## config.mk

```make
export PLATFORM = sky130hd
export DESIGN_NAME = pipelined_block_subtractor
export DESIGN_NICKNAME = d
export VERILOG_FILES = /design/src/rtl/pipelined_block_subtractor_pkg.sv /design/src/rtl/pipelined_block_subtractor_borrow_block.sv /design/src/rtl/pipelined_block_subtractor.sv
export SDC_FILE = /design/constraint.sdc
export NUM_CORES = 1
export LEC_CHECK = 0
export CAP_MARGIN = 10
export CORE_MARGIN = 1
export CORE_UTILIZATION = 35
export CTS_CLUSTER_DIAMETER = 200
export DETAILED_ROUTE_END_ITERATION = 10
export SKIP_LAST_GASP = 1
export SYNTH_ARGS = -nofsm -noshare
export SYNTH_HDL_FRONTEND = slang
export SYNTH_SLANG_ARGS = --single-unit
```

## constraint.sdc

```tcl
create_clock -name clk -period 5.1 [get_ports clk]
set_input_delay 0.765 -clock clk [delete_from_list [all_inputs] [get_ports clk]]
set_output_delay 0.765 -clock clk [all_outputs]
set_load 0.005 [all_outputs]
```

## src/rtl/pipelined_block_subtractor_pkg.sv

```systemverilog
// Shared definitions for the pipelined block subtractor: default geometry,
// stage-count helper and the per-stage record layout.
package pipelined_block_subtractor_pkg;

  localparam int unsigned SUB_WIDTH       = 32;
  localparam int unsigned SUB_BLOCK_WIDTH = 4;

  function automatic int unsigned num_stages(input int unsigned w, input int unsigned bw);
    return w / bw;
  endfunction

  // Logical content of one pipeline stage at the default geometry
  typedef struct packed {
    logic                 valid;
    logic [SUB_WIDTH-1:0] a_rem;
    logic [SUB_WIDTH-1:0] b_rem;
    logic [SUB_WIDTH-1:0] diff_done;
    logic                 borrow;
    logic [1:0]           flags;
  } stage_t;

endpackage

```

## src/rtl/pipelined_block_subtractor_borrow_block.sv

```systemverilog
// One block_width slice of a - b - bin, built as a + ~b + ~bin with
// propagate/generate lookahead; borrow-out is the inverted carry-out.
module borrow_block #(
  parameter int unsigned block_width = 4
) (
  input  logic [block_width-1:0] a,
  input  logic [block_width-1:0] b,
  input  logic                   bin,
  output logic [block_width-1:0] diff,
  output logic                   bout
);

  logic [block_width-1:0] p;
  logic [block_width-1:0] g;
  logic [block_width:0]   c;

  always_comb begin
    p    = a ^ ~b;
    g    = a & ~b;
    c    = '0;
    c[0] = ~bin;
    for (int i = 0; i < int'(block_width); i++) begin
      c[i+1] = g[i] | (p[i] & c[i]);
    end
  end

  assign diff = p ^ c[block_width-1:0];
  assign bout = ~c[block_width];

endmodule

```

## src/rtl/pipelined_block_subtractor.sv

```systemverilog
// Pipelined subtractor resolving one block per stage with valid/ready flow control.
// Optional result flags (out_zero, out_ovf) are built when SUB_RESULT_FLAGS_EN is defined.
module pipelined_block_subtractor
  import pipelined_block_subtractor_pkg::*;
#(
  parameter int unsigned width       = SUB_WIDTH,
  parameter int unsigned block_width = SUB_BLOCK_WIDTH
) (
  input  logic             clk,
  input  logic             rst,
  input  logic             in_valid,
  output logic             in_ready,
  input  logic [width-1:0] a,
  input  logic [width-1:0] b,
  input  logic             bin,
  output logic             out_valid,
  input  logic             out_ready,
  output logic [width-1:0] diff,
  output logic             bout,
  output logic             out_zero,
  output logic             out_ovf
);

  localparam int unsigned N  = num_stages(width, block_width);
  localparam int unsigned BW = block_width;
  localparam int unsigned RW = width - block_width;

  if ((width % block_width) != 0) begin : g_bad_width
    $error("width must be a multiple of block_width");
  end
  if (N < 2) begin : g_bad_depth
    $error("block_width must be smaller than width");
  end

  logic [N-1:0] v_q;
  logic [N-1:0] free;
  logic [N-1:0] mv;
  logic [N-1:0] load;

  // Middle stages 0..N-2: remaining operand bits and completed diff bits
  logic [RW-1:0] a_q [N-1];
  logic [RW-1:0] b_q [N-1];
  logic [RW-1:0] d_q [N-1];
  logic [N-2:0]  br_q;

  logic [width-1:0] diff_q;
  logic             bout_q;

  logic [BW-1:0] a_blk [N];
  logic [BW-1:0] b_blk [N];
  logic [BW-1:0] blk_d [N];
  logic [N-1:0]  bin_blk;
  logic [N-1:0]  blk_b;

  // Advance chain: a stage frees up when empty or when its beat moves on
  always_comb begin
    mv   = '0;
    free = '0;
    load = '0;
    mv[N-1]   = v_q[N-1] & out_ready;
    free[N-1] = ~v_q[N-1] | mv[N-1];
    for (int k = int'(N) - 2; k >= 0; k--) begin
      mv[k]   = v_q[k] & free[k+1];
      free[k] = ~v_q[k] | mv[k];
    end
    load[0] = in_valid & free[0];
    for (int k = 1; k < int'(N); k++) begin
      load[k] = mv[k-1];
    end
  end

  assign in_ready = free[0];

  always_ff @(posedge clk or posedge rst) begin
    if (rst) begin
      v_q <= '0;
    end else begin
      for (int k = 0; k < int'(N); k++) begin
        if (load[k])    v_q[k] <= 1'b1;
        else if (mv[k]) v_q[k] <= 1'b0;
      end
    end
  end

  always_comb begin
    a_blk[0]   = a[BW-1:0];
    b_blk[0]   = b[BW-1:0];
    bin_blk[0] = bin;
    for (int k = 1; k < int'(N); k++) begin
      a_blk[k]   = a_q[k-1][BW-1:0];
      b_blk[k]   = b_q[k-1][BW-1:0];
      bin_blk[k] = br_q[k-1];
    end
  end

  for (genvar k = 0; k < int'(N); k++) begin : g_stage
    borrow_block #(.block_width(BW)) u_blk (
      .a    (a_blk[k]),
      .b    (b_blk[k]),
      .bin  (bin_blk[k]),
      .diff (blk_d[k]),
      .bout (blk_b[k])
    );
  end

  // Finished blocks enter d_q from the top, so block 0 ends up lowest
  always_ff @(posedge clk) begin
    if (load[0]) begin
      a_q[0]  <= a[width-1:BW];
      b_q[0]  <= b[width-1:BW];
      d_q[0]  <= RW'({blk_d[0], RW'(0)} >> BW);
      br_q[0] <= blk_b[0];
    end
    for (int k = 1; k < int'(N) - 1; k++) begin
      if (load[k]) begin
        a_q[k]  <= a_q[k-1] >> BW;
        b_q[k]  <= b_q[k-1] >> BW;
        d_q[k]  <= RW'({blk_d[k], d_q[k-1]} >> BW);
        br_q[k] <= blk_b[k];
      end
    end
  end

  always_ff @(posedge clk or posedge rst) begin
    if (rst) begin
      diff_q <= '0;
      bout_q <= 1'b0;
    end else if (load[N-1]) begin
      diff_q <= {blk_d[N-1], d_q[N-2]};
      bout_q <= blk_b[N-1];
    end
  end

  assign out_valid = v_q[N-1];
  assign diff      = diff_q;
  assign bout      = bout_q;

`ifdef SUB_RESULT_FLAGS_EN
  logic [N-2:0] z_q;
  logic [N-2:0] am_q;
  logic [N-2:0] bm_q;
  logic         zero_q;
  logic         ovf_q;

  // Sticky all-zero flag plus operand sign bits carried to the last stage
  always_ff @(posedge clk) begin
    if (load[0]) begin
      z_q[0]  <= (blk_d[0] == '0);
      am_q[0] <= a[width-1];
      bm_q[0] <= b[width-1];
    end
    for (int k = 1; k < int'(N) - 1; k++) begin
      if (load[k]) begin
        z_q[k]  <= z_q[k-1] & (blk_d[k] == '0);
        am_q[k] <= am_q[k-1];
        bm_q[k] <= bm_q[k-1];
      end
    end
  end

  always_ff @(posedge clk or posedge rst) begin
    if (rst) begin
      zero_q <= 1'b0;
      ovf_q  <= 1'b0;
    end else if (load[N-1]) begin
      zero_q <= z_q[N-2] & (blk_d[N-1] == '0);
      ovf_q  <= (am_q[N-2] != bm_q[N-2]) && (blk_d[N-1][BW-1] != am_q[N-2]);
    end
  end

  assign out_zero = zero_q;
  assign out_ovf  = ovf_q;
`else
  assign out_zero = 1'b0;
  assign out_ovf  = 1'b0;
`endif

endmodule

```

==> impl_metrics.toml <==
[logic_synthesis]
synth-seq-cells = 384
synthesis.area_um2 = 12900
ys.flop_type = "edfxtp_1"
synth_top_area_share_pct = 79.8
synth_edf_count = 343
ys_seq_area_share_pct = 87.8
async_flop_share_pct = 10.7
synthCells = 547
yosys.area.top_type = "edfxtp_1"
syn_area_per_cell_um2 = 23.6
yosys_warnings = 0
ys_top_cells_by_count = "edfxtp_1 (343), inv_1 (64), dfrtp_1 (41), fa_1 (32), mux2_4 (27)"
synth_most_common_cell = "edfxtp_1"
netlist_top_cells_area = "edfxtp_1 (80%), dfrtp_1 (7.9%), fa_1 (5.0%)"
yosys.cell_types.count = 26

[sta]
hold_violations = 0
worst_slack_ns = 1.99
rsz0062_at_grt = "false"
min_period_ns = 3.11
finalClockSkew_ns = 0.0224
slew_headroom_pct = 21.7
fmax_mhz = 322
worst_pin_slew_ns = 1.17
setup_viol = 0
fin_tns_setup_ns = 0
min_period_over_period_pct = 61.0
final_max_slew_viol_count = 0

[critical_path]
worst_path_most_repeated_cell = "clkdlybuf4s50_1"
crit_chain = "clkdlybuf4s50_1 -> nand4b_4 -> nor2_4 -> nand3_1 -> clkdlybuf4s50_1"
slowest_delay_ns = 0.46
slowest_stage = "clkdlybuf4s50_1"
crit_path_end_kind = "output port"
critPathLaunchType = "input port"
rr_worst_depth = 5
arrival_ns = 2.34
crit_fanout = 7
critical_path_class = "input port to output port"
required_ns = 4.34

[run]
maxCapViolCount = 0

[place]
gp_congestion = 0.690
io_buffers = 103
pre_cts_ws_ns = 1.82
dpl.hpwl_mm = 11.0

[clock_tree]
cts.clk_slew.worst_paths_ns = 0.06
cts_made_buffers = 39
clock_sinks = 384
post_cts_buffers = 0
ctsRootBufferMaster = "clkbuf_16"
clock_latency_ns = 0.52
cts_max_path_buffers = 3
cts_tree = "built"
cts_resized = 0
cts_hold_buf = 0
cts.htree.levels = 2

[layout]
antenna_cells = 0
synthToLayoutAreaGrowth_pct = 21.9
num-nets-final = 792
drive_above_1_share_pct = 13.4

[grt]
first_global_vias = 4949
grt-ovfl-total = 0
grt_pass1_wl_mm = 27.1
grt_max_degree = 62
track_usage_pct = 9.20
antenna_found_initial = 0

[floorplan]
fp.dieW_um = 194
io_pins = 106
die-area_um2 = 37600
die_h_um = 194
start_util_pct = 35.9
rows = 69
core_area_um2 = 35900

[route]
wl_per_cell_um = 14.2
via_count = 4720
drtIter0Drc = 262
dr.pass1.iters = 4
detail-route-antenna-nets = 0
wl_mm = 16.8
route.detailed.drc = 0
viasPerCell = 4.00

[status]
status = "complete, no violations"

[min_path]
hp-class = "flip-flop to flip-flop"
hold_depth = 0

[pwr]
p_leak_nw = 5.74
ir_drop_mv = 0.243
power_per_cell_area_nw_per_um2 = 524
-- sequential cells by signal, summed over array words and instances, names as in the netlist --
signal  flops
bout        1
d_q       112
v_q         8
br_q        7
b_q       112
diff       32
a_q       112
-- cell families (layout without fill, tap and decap cells) --
logic type      after synthesis  in the layout  synth area share [%]
fa+ha+maj                    32             32                  4.96
flops                       384            384                  87.8
compound gates               16             16                 0.785
simple gates                 16             16                 0.911
buf+inv                      69            240                  2.24
other cells                   1              2                0.0291
mux                          29             29                  3.32
-- metal layers --
metal,routed length (µm),global-route usage (%)
met1,7730,12.4
met2,7640,14.0
met3,826,2.42
met4,550,4.29
met5,0,0
-- cell type report --
| cell class | count | area, µm² |
|---|---|---|
| Multi-Input combinational cell | 95 | 1350 |
| Inverter | 64 | 240 |
| Tap cell | 461 | 577 |
| Sequential cell | 384 | 11300 |
| Clock buffer | 47 | 1010 |
| Clock inverter | 22 | 165 |
| Fill cell | 3078 | 20200 |
| Timing Repair Buffer | 107 | 1060 |
-- report_power, final --
group | internal (mW) | switching (mW)
registers | 4.35 | 0.254
clock network | 1.51 | 1.08
logic | 0.549 | 0.489
-- layout by cell type, fill, tap and decap left out, types with 2 or more instances in the layout --
cell type	count
dfrtp_1	41
a21o_1	3
mux2_4	27
clkbuf_1	8
and2_2	2
edfxtp_1	343
o21ai_0	6
fa_1	32
nand3_1	2
buf_4	4
mux2_2	2
conb_1	2
a21boi_4	3
inv_1	63
nand2_1	2
clkinv_2	4
clkinv_1	11
clkinvlp_4	2
clkbuf_16	39
nand2b_1	2
bufinv_16	2
clkdlybuf4s50_1	103
-- critical path: cells and delay by family --
family	cells	cell delay, ns
and+or+nand+nor	3	0.66
buffers and inverters	2	0.91
-- through the flow --
stage | total power, mW | util [%] | cell area [µm²] | std cells | hold slack, ns
3_5_place_dp | 5.77 | 40.5 | 14600 | 1111 | 0.405
6_report | 8.24 | 43.8 | 15700 | 1180 | 0.403
4_1_cts | 8.39 | 43.8 | 15700 | 1180 | 0.405
2_1_floorplan | 5.18 | - | 12900 | 548 | 0.400
3_3_place_gp | 5.72 | 40.5 | 14600 | 1111 | 0.401
5_1_grt | 8.66 | 43.8 | 15700 | 1180 | 0.413
-- path summary, 6_finish.rpt --
check	from	end	slack [ns]
min in group asynchronous	rst	diff[8]	0.78
max in group asynchronous	rst	diff[7]	3.78
worst min register to register	b_q[0][13]	b_q[1][9]	0.40
worst max-delay path	out_ready	in_ready	1.99
worst min-delay path	b_q[0][13]	b_q[1][9]	0.40
worst max register to register	b_q[3][0]	d_q[4][27]	2.68
Power figures use the tool's default switching activity.
